$ cat src/rtl/seq_signbcd_converter_if.sv
// Start/busy/done handshake plus result bus of the sequential binary-to-BCD converter.
interface seq_signbcd_converter_if #(
   parameter int unsigned WIDTH  = 8,
   parameter int unsigned DIGITS = 3
);
   logic                  start;
   logic [WIDTH-1:0]      binary;
   logic                  busy;
   logic                  done;
   logic                  sign_b;
   logic [4*DIGITS-1:0]   bcd;
   logic                  overflow;

   // Requester side: issues conversions and observes results
   modport master (
      output start, binary,
      input  busy, done, sign_b, bcd, overflow
   );

   // Converter side
   modport slave (
      input  start, binary,
      output busy, done, sign_b, bcd, overflow
   );
endinterface

$ cat src/rtl/seq_signbcd_converter.sv
// Iterative double-dabble converter: one input bit per clock, optional two's-complement input.
module seq_signbcd_converter #(
   parameter int unsigned WIDTH  = 8,
   parameter int unsigned DIGITS = 3,
   parameter bit          SIGNED = 1'b1
) (
   input logic                    clk,
   input logic                    rst,
   seq_signbcd_converter_if.slave bus
);

   localparam int unsigned BCD_W = 4 * DIGITS;
   localparam int unsigned CNT_W = $clog2(WIDTH);

   typedef enum logic {
      IDLE  = 1'b0,
      SHIFT = 1'b1
   } state_t;

   state_t             state_q, state_d;
   logic [WIDTH-1:0]   mag_q, mag_d;
   logic [BCD_W-1:0]   scratch_q, scratch_d;
   logic [BCD_W-1:0]   adj;
   logic [CNT_W-1:0]   cnt_q, cnt_d;
   logic               ovf_acc_q, ovf_acc_d;
   logic               sign_pend_q, sign_pend_d;
   logic               busy_q, busy_d;
   logic               done_q, done_d;
   logic               sign_b_q, sign_b_d;
   logic [BCD_W-1:0]   bcd_q, bcd_d;
   logic               overflow_q, overflow_d;

   // Add-3 correction of every scratch digit that is 5 or more, ahead of the shift
   always_comb begin
      adj = scratch_q;
      for (int i = 0; i < int'(DIGITS); i++) begin
         if (scratch_q[4*i +: 4] >= 4'd5) begin
            adj[4*i +: 4] = scratch_q[4*i +: 4] + 4'd3;
         end
      end
   end

   // Next-state and next-output logic
   always_comb begin
      state_d     = state_q;
      mag_d       = mag_q;
      scratch_d   = scratch_q;
      cnt_d       = cnt_q;
      ovf_acc_d   = ovf_acc_q;
      sign_pend_d = sign_pend_q;
      busy_d      = busy_q;
      done_d      = 1'b0;
      sign_b_d    = sign_b_q;
      bcd_d       = bcd_q;
      overflow_d  = overflow_q;

      unique case (state_q)
         IDLE: begin
            if (bus.start) begin
               // A negative input has a nonzero MSB, so negative zero never arises
               if (SIGNED && bus.binary[WIDTH-1]) begin
                  mag_d       = ~bus.binary + WIDTH'(1);
                  sign_pend_d = 1'b1;
               end else begin
                  mag_d       = bus.binary;
                  sign_pend_d = 1'b0;
               end
               scratch_d = '0;
               ovf_acc_d = 1'b0;
               cnt_d     = CNT_W'(WIDTH - 1);
               busy_d    = 1'b1;
               state_d   = SHIFT;
            end
         end
         SHIFT: begin
            scratch_d = {adj[BCD_W-2:0], mag_q[WIDTH-1]};
            mag_d     = {mag_q[WIDTH-2:0], 1'b0};
            ovf_acc_d = ovf_acc_q | adj[BCD_W-1];
            cnt_d     = cnt_q - CNT_W'(1);
            if (cnt_q == '0) begin
               bcd_d      = {adj[BCD_W-2:0], mag_q[WIDTH-1]};
               sign_b_d   = sign_pend_q;
               overflow_d = ovf_acc_q | adj[BCD_W-1];
               done_d     = 1'b1;
               busy_d     = 1'b0;
               state_d    = IDLE;
            end
         end
         default: state_d = IDLE;
      endcase
   end

   // State and output registers; reset drops any partial conversion
   always_ff @(posedge clk) begin
      if (rst) begin
         state_q     <= IDLE;
         mag_q       <= '0;
         scratch_q   <= '0;
         cnt_q       <= '0;
         ovf_acc_q   <= 1'b0;
         sign_pend_q <= 1'b0;
         busy_q      <= 1'b0;
         done_q      <= 1'b0;
         sign_b_q    <= 1'b0;
         bcd_q       <= '0;
         overflow_q  <= 1'b0;
      end else begin
         state_q     <= state_d;
         mag_q       <= mag_d;
         scratch_q   <= scratch_d;
         cnt_q       <= cnt_d;
         ovf_acc_q   <= ovf_acc_d;
         sign_pend_q <= sign_pend_d;
         busy_q      <= busy_d;
         done_q      <= done_d;
         sign_b_q    <= sign_b_d;
         bcd_q       <= bcd_d;
         overflow_q  <= overflow_d;
      end
   end

   assign bus.busy     = busy_q;
   assign bus.done     = done_q;
   assign bus.sign_b   = sign_b_q;
   assign bus.bcd      = bcd_q;
   assign bus.overflow = overflow_q;

endmodule

$ cat src/flat_wrapper.sv
// flat-port wrapper written by rule: the top's interface ports become plain ports
module seq_signbcd_converter_flat 
#(
   parameter int unsigned WIDTH  = 8,
   parameter int unsigned DIGITS = 3,
   parameter bit          SIGNED = 1'b1
)
  (clk, rst, bus_start, bus_binary, bus_busy, bus_done, bus_sign_b, bus_bcd, bus_overflow);
  seq_signbcd_converter_if #(.WIDTH(WIDTH), .DIGITS(DIGITS)) bus_i ();
  input logic clk;
  input logic rst;
  input wire logic [$bits(bus_i.start)-1:0] bus_start;
  input wire logic [$bits(bus_i.binary)-1:0] bus_binary;
  output wire logic [$bits(bus_i.busy)-1:0] bus_busy;
  output wire logic [$bits(bus_i.done)-1:0] bus_done;
  output wire logic [$bits(bus_i.sign_b)-1:0] bus_sign_b;
  output wire logic [$bits(bus_i.bcd)-1:0] bus_bcd;
  output wire logic [$bits(bus_i.overflow)-1:0] bus_overflow;
  assign bus_i.start = bus_start;
  assign bus_i.binary = bus_binary;
  assign bus_busy = bus_i.busy;
  assign bus_done = bus_i.done;
  assign bus_sign_b = bus_i.sign_b;
  assign bus_bcd = bus_i.bcd;
  assign bus_overflow = bus_i.overflow;
  seq_signbcd_converter #(.WIDTH(WIDTH), .DIGITS(DIGITS), .SIGNED(SIGNED)) u_core (.clk(clk), .rst(rst), .bus(bus_i));
endmodule
$ cat config.mk
export PLATFORM = sky130hd
export DESIGN_NAME = seq_signbcd_converter_flat
export DESIGN_NICKNAME = d
export VERILOG_FILES = /design/src/rtl/seq_signbcd_converter_if.sv /design/src/rtl/seq_signbcd_converter.sv /design/src/flat_wrapper.sv
export SDC_FILE = /design/constraint.sdc
export NUM_CORES = 1
export LEC_CHECK = 0
export BUFFER_PORTS_ARGS = -buffer_cell sky130_fd_sc_hd__buf_2
export CAP_MARGIN = 10
export CORE_AREA = 2 2 72 54
export CTS_BUF_LIST = sky130_fd_sc_hd__clkbuf_2
export DETAILED_ROUTE_END_ITERATION = 8
export DIE_AREA = 0 0 74 56
export GPL_TIMING_DRIVEN = 0
export PLACE_DENSITY = 0.79
export SLEW_MARGIN = 20
export SYNTH_ARGS = -nofsm -noshare
export SYNTH_HDL_FRONTEND = slang
export SYNTH_SLANG_ARGS = --single-unit
export TNS_END_PERCENT = 50
$ cat constraint.sdc
create_clock -name clk -period 1.98 [get_ports clk]
set_input_delay 0.198 -clock clk [delete_from_list [all_inputs] [get_ports clk]]
set_output_delay 0.198 -clock clk [all_outputs]
set_load 0.05 [all_outputs]
==> results.toml <==
[routing]
wire_per_inst_um = 14.3
firstDrtPassIters = 5
drc = 0
routed.top_layer = "met4"
drt_wl_total_mm = 4.37
m1WireLength_mm = 2.29
met3_length_um = 266
vias = 1742
ant_nets = 0
via_per_inst = 5.69
drt_iter0_drc = 160
dr_wl_met2_mm = 1.78

[layout]
fillers = 295
layout-drive-gt1-share_pct = 15.6
fin_area_um2 = 2240
finish.utilization_pct = 65.7
syn2layout_area_growth_pct = 14.1
antenna_cells = 0
fin_nets = 275

[worst_setup_path]
critPathMaxStageDelay_ns = 0.59
r2r_cells = 6
critPathCapture = "u_core.bus.bcd[8]"
cp_max_fo = 10
path_depth = 6
cpLargestDelayFamily = "compound AO/OA/AOI/OAI gates"
r2r_slack_ns = 0.10
crit_arrival_ns = 2.21
cp.required_ns = 2.32
end_kind = "flip-flop"
reg2reg_to = "u_core.bus.bcd[8]"
path_class = "flip-flop to flip-flop"
startpoint = "u_core.cnt_q[0]"
rr_startpoint = "u_core.cnt_q[0]"
crit_buf_inv = 2
cp_slowest_cell = "a31oi_1"
worstPathCellList = "inv_1 > ha_1 > a31oi_1 > buf_2 > nand2_1 > o21ai_0"
cp-start-kind = "flip-flop"

[clock_network]
cts_tree = "done"
clkTransAtPathRegs_ns = 0.22
clockBufferDepth = 2
htreeDepth = 2
cts-root-buf = "clkbuf_2"
cts_buffers = 5
insertion_delay_ns = 0.41
cts_num_sinks = 42

[placement]
gp_congestion = 0.857
portBuffers = 25
dp_hpwl_mm = 3.08
place_area_um2 = 2150

[logic_synthesis]
synth_fa_ha_area_share_pct = 5.75
synth_xor_area_share_pct = 2.23
netlist.area_leader.share_pct = 42.9
synth_seq_cells = 42
synth_cells = 223
ys_async_sr_fraction_pct = 0
yosys_warnings = 0
yosys.cell_types.count = 42
syn_area_per_cell_um2 = 8.79
yosysTopAreaCell = "dfxtp_1"
seq_area_frac_synth_pct = 42.9
synthMuxAreaShare_pct = 2.62
synth_top_family_by_area = "compound AO/OA/AOI/OAI gates"
synth_fp_nets = 243
synth_compound_area_share_pct = 22.2
synth_most_common_cell = "dfxtp_1"
synthesis.area_um2 = 1960
synthFlopType = "dfxtp_1"
synth_commonest_cells = "42 x dfxtp_1, 23 x a21oi_1, 20 x o21ai_0"
synthTopCellsByArea = "dfxtp_1 43%, a21oi_1 5.9%, ha_1 5.7%, o21ai_0 5.1%, nor3b_1 4.6%"
synth-simple-area-share_pct = 19.0
synth_edf_count = 0

[worst_hold_path]
min_path_type = "input port to flip-flop"

[global_routing]
grt_pass1_vias = 1486
grt_overflow = 0
grt_first_pass_wirelength_mm = 7.29
antenna_found_initial = 0
grt_util_all_layers_pct = 23.0
grt_max_degree = 14

[sta]
maxSlewViolCount = 0
finalHoldViolations = 0
setup_viol = 0
period_needed_ns = 1.88
timing.clock.skew_ns = 0.0144
slew_headroom_pct = 49.6
holdWs_ns = 0.0551
period_share_pct = 94.7
rsz0062_at_grt = "true"
worstMarginPinSlew_ns = 0.752
max_freq_mhz = 533

[floorplan]
num_rows = 18
core_um2 = 3400
die_y_um = 56
io_pins = 27
initial_utilization_pct = 57.6
fp.dieW_um = 74
die_area_um2 = 4140

[outcome]
status = "completed"

[power]
power_uw = 1700
p_per_area_nw_per_um2 = 759
peakVddDrop_mv = 0.477
leakage_uw = 0.000880

[flow_run]
maxCapViolations = 0
## worst min-delay path by stage
stage	to	start	cells after the start	slack, ns
2_1_floorplan	u_core.sign_pend_q	bus_binary[7]	2	0.33
3_3_place_gp	u_core.bus.bcd[5]	u_core.bus.bcd[5]	2	0.43
3_5_place_dp	u_core.bus.bcd[6]	u_core.bus.bcd[6]	2	0.44
4_1_cts	u_core.mag_q[4]	bus_binary[4]	3	0.07
5_1_grt	u_core.sign_pend_q	bus_binary[7]	3	0.04
6_report	u_core.mag_q[4]	bus_binary[4]	3	0.06
## final cells by class
| class | count | area (um2) | share of cell area (%) |
|---|---|---|---|
| multi-input cells | 155 | 1020 | 45.4 |
| flip-flops and latches | 42 | 841 | 37.6 |
| repair buffers | 25 | 125 | 5.60 |
| clock inverters | 3 | 63.8 | 2.85 |
| well taps | 50 | 62.6 | 2.80 |
| inverters | 15 | 56.3 | 2.52 |
| plain buffers | 11 | 46.3 | 2.07 |
| clock buffers | 5 | 25.0 | 1.12 |
## registers in the layout (all words and copies together) (netlist names), 3 cells and up
name,flops
u_core.bus.bcd,12
u_core.cnt_q,3
u_core.mag_q,8
u_core.scratch_q,12
## power breakdown
part | internal [uW] | total [uW] | switching, uW
registers | 873 | 886 | 13.2
logic | 62.6 | 189 | 126
clock network | 336 | 622 | 287
total | 1270 | 1700 | 426
## per-stage QoR
stage	setup TNS, ns	std cells	worst slack, ns
floorplan	0	223	0.548
global placement	0	298	0.189
detailed placement	0	298	0.154
CTS	0	306	0.113
global route	-0.0368	306	-0.0157
finish	0	306	0.104
## tightest hold or removal path: stages
cell and delay [ns]:
buf_2 0.09, xnor2_1 0.11, o31ai_1 0.06
## layout by cell type, fill, tap and decap left out, drive strengths merged, types with 5 or more instances in the layout
| cell | count |
|---|---|
| o21ai | 20 |
| clkbuf | 9 |
| buf | 32 |
| a22o | 6 |
| nor3b | 12 |
| nand3 | 5 |
| ha | 9 |
| nor3 | 6 |
| dfxtp | 42 |
| nand2 | 13 |
| inv | 14 |
| a21oi | 23 |
| nor2 | 11 |
## kinds of logic (layout without fill, tap and decap cells)
family	count (synthesis)	in the layout
AO/OA/AOI/OAI	69	69
XOR/XNOR	5	5
adder cells (fa/ha/maj)	9	9
buffers and inverters	26	59
flip-flops	42	42
multiplexers	5	5
AND/OR/NAND/NOR	67	67
## what timing repair did
item                       CTS  global route
buffers inserted             0             0
gates resized for setup      0             0
setup endpoints to repair    0             4
hold endpoints to repair     0             0
hold buffers                 0             0
## per-layer routing
| layer | vias up | GRT usage (%) |
|---|---|---|
| met3 | 5 | 5.80 |
| met1 | 820 | 37.0 |
| met5 | - | 0 |
| met2 | 51 | 29.2 |
| met4 | 0 | 7.01 |
| li1 | 866 | - |
Power figures use the tool's default switching activity.
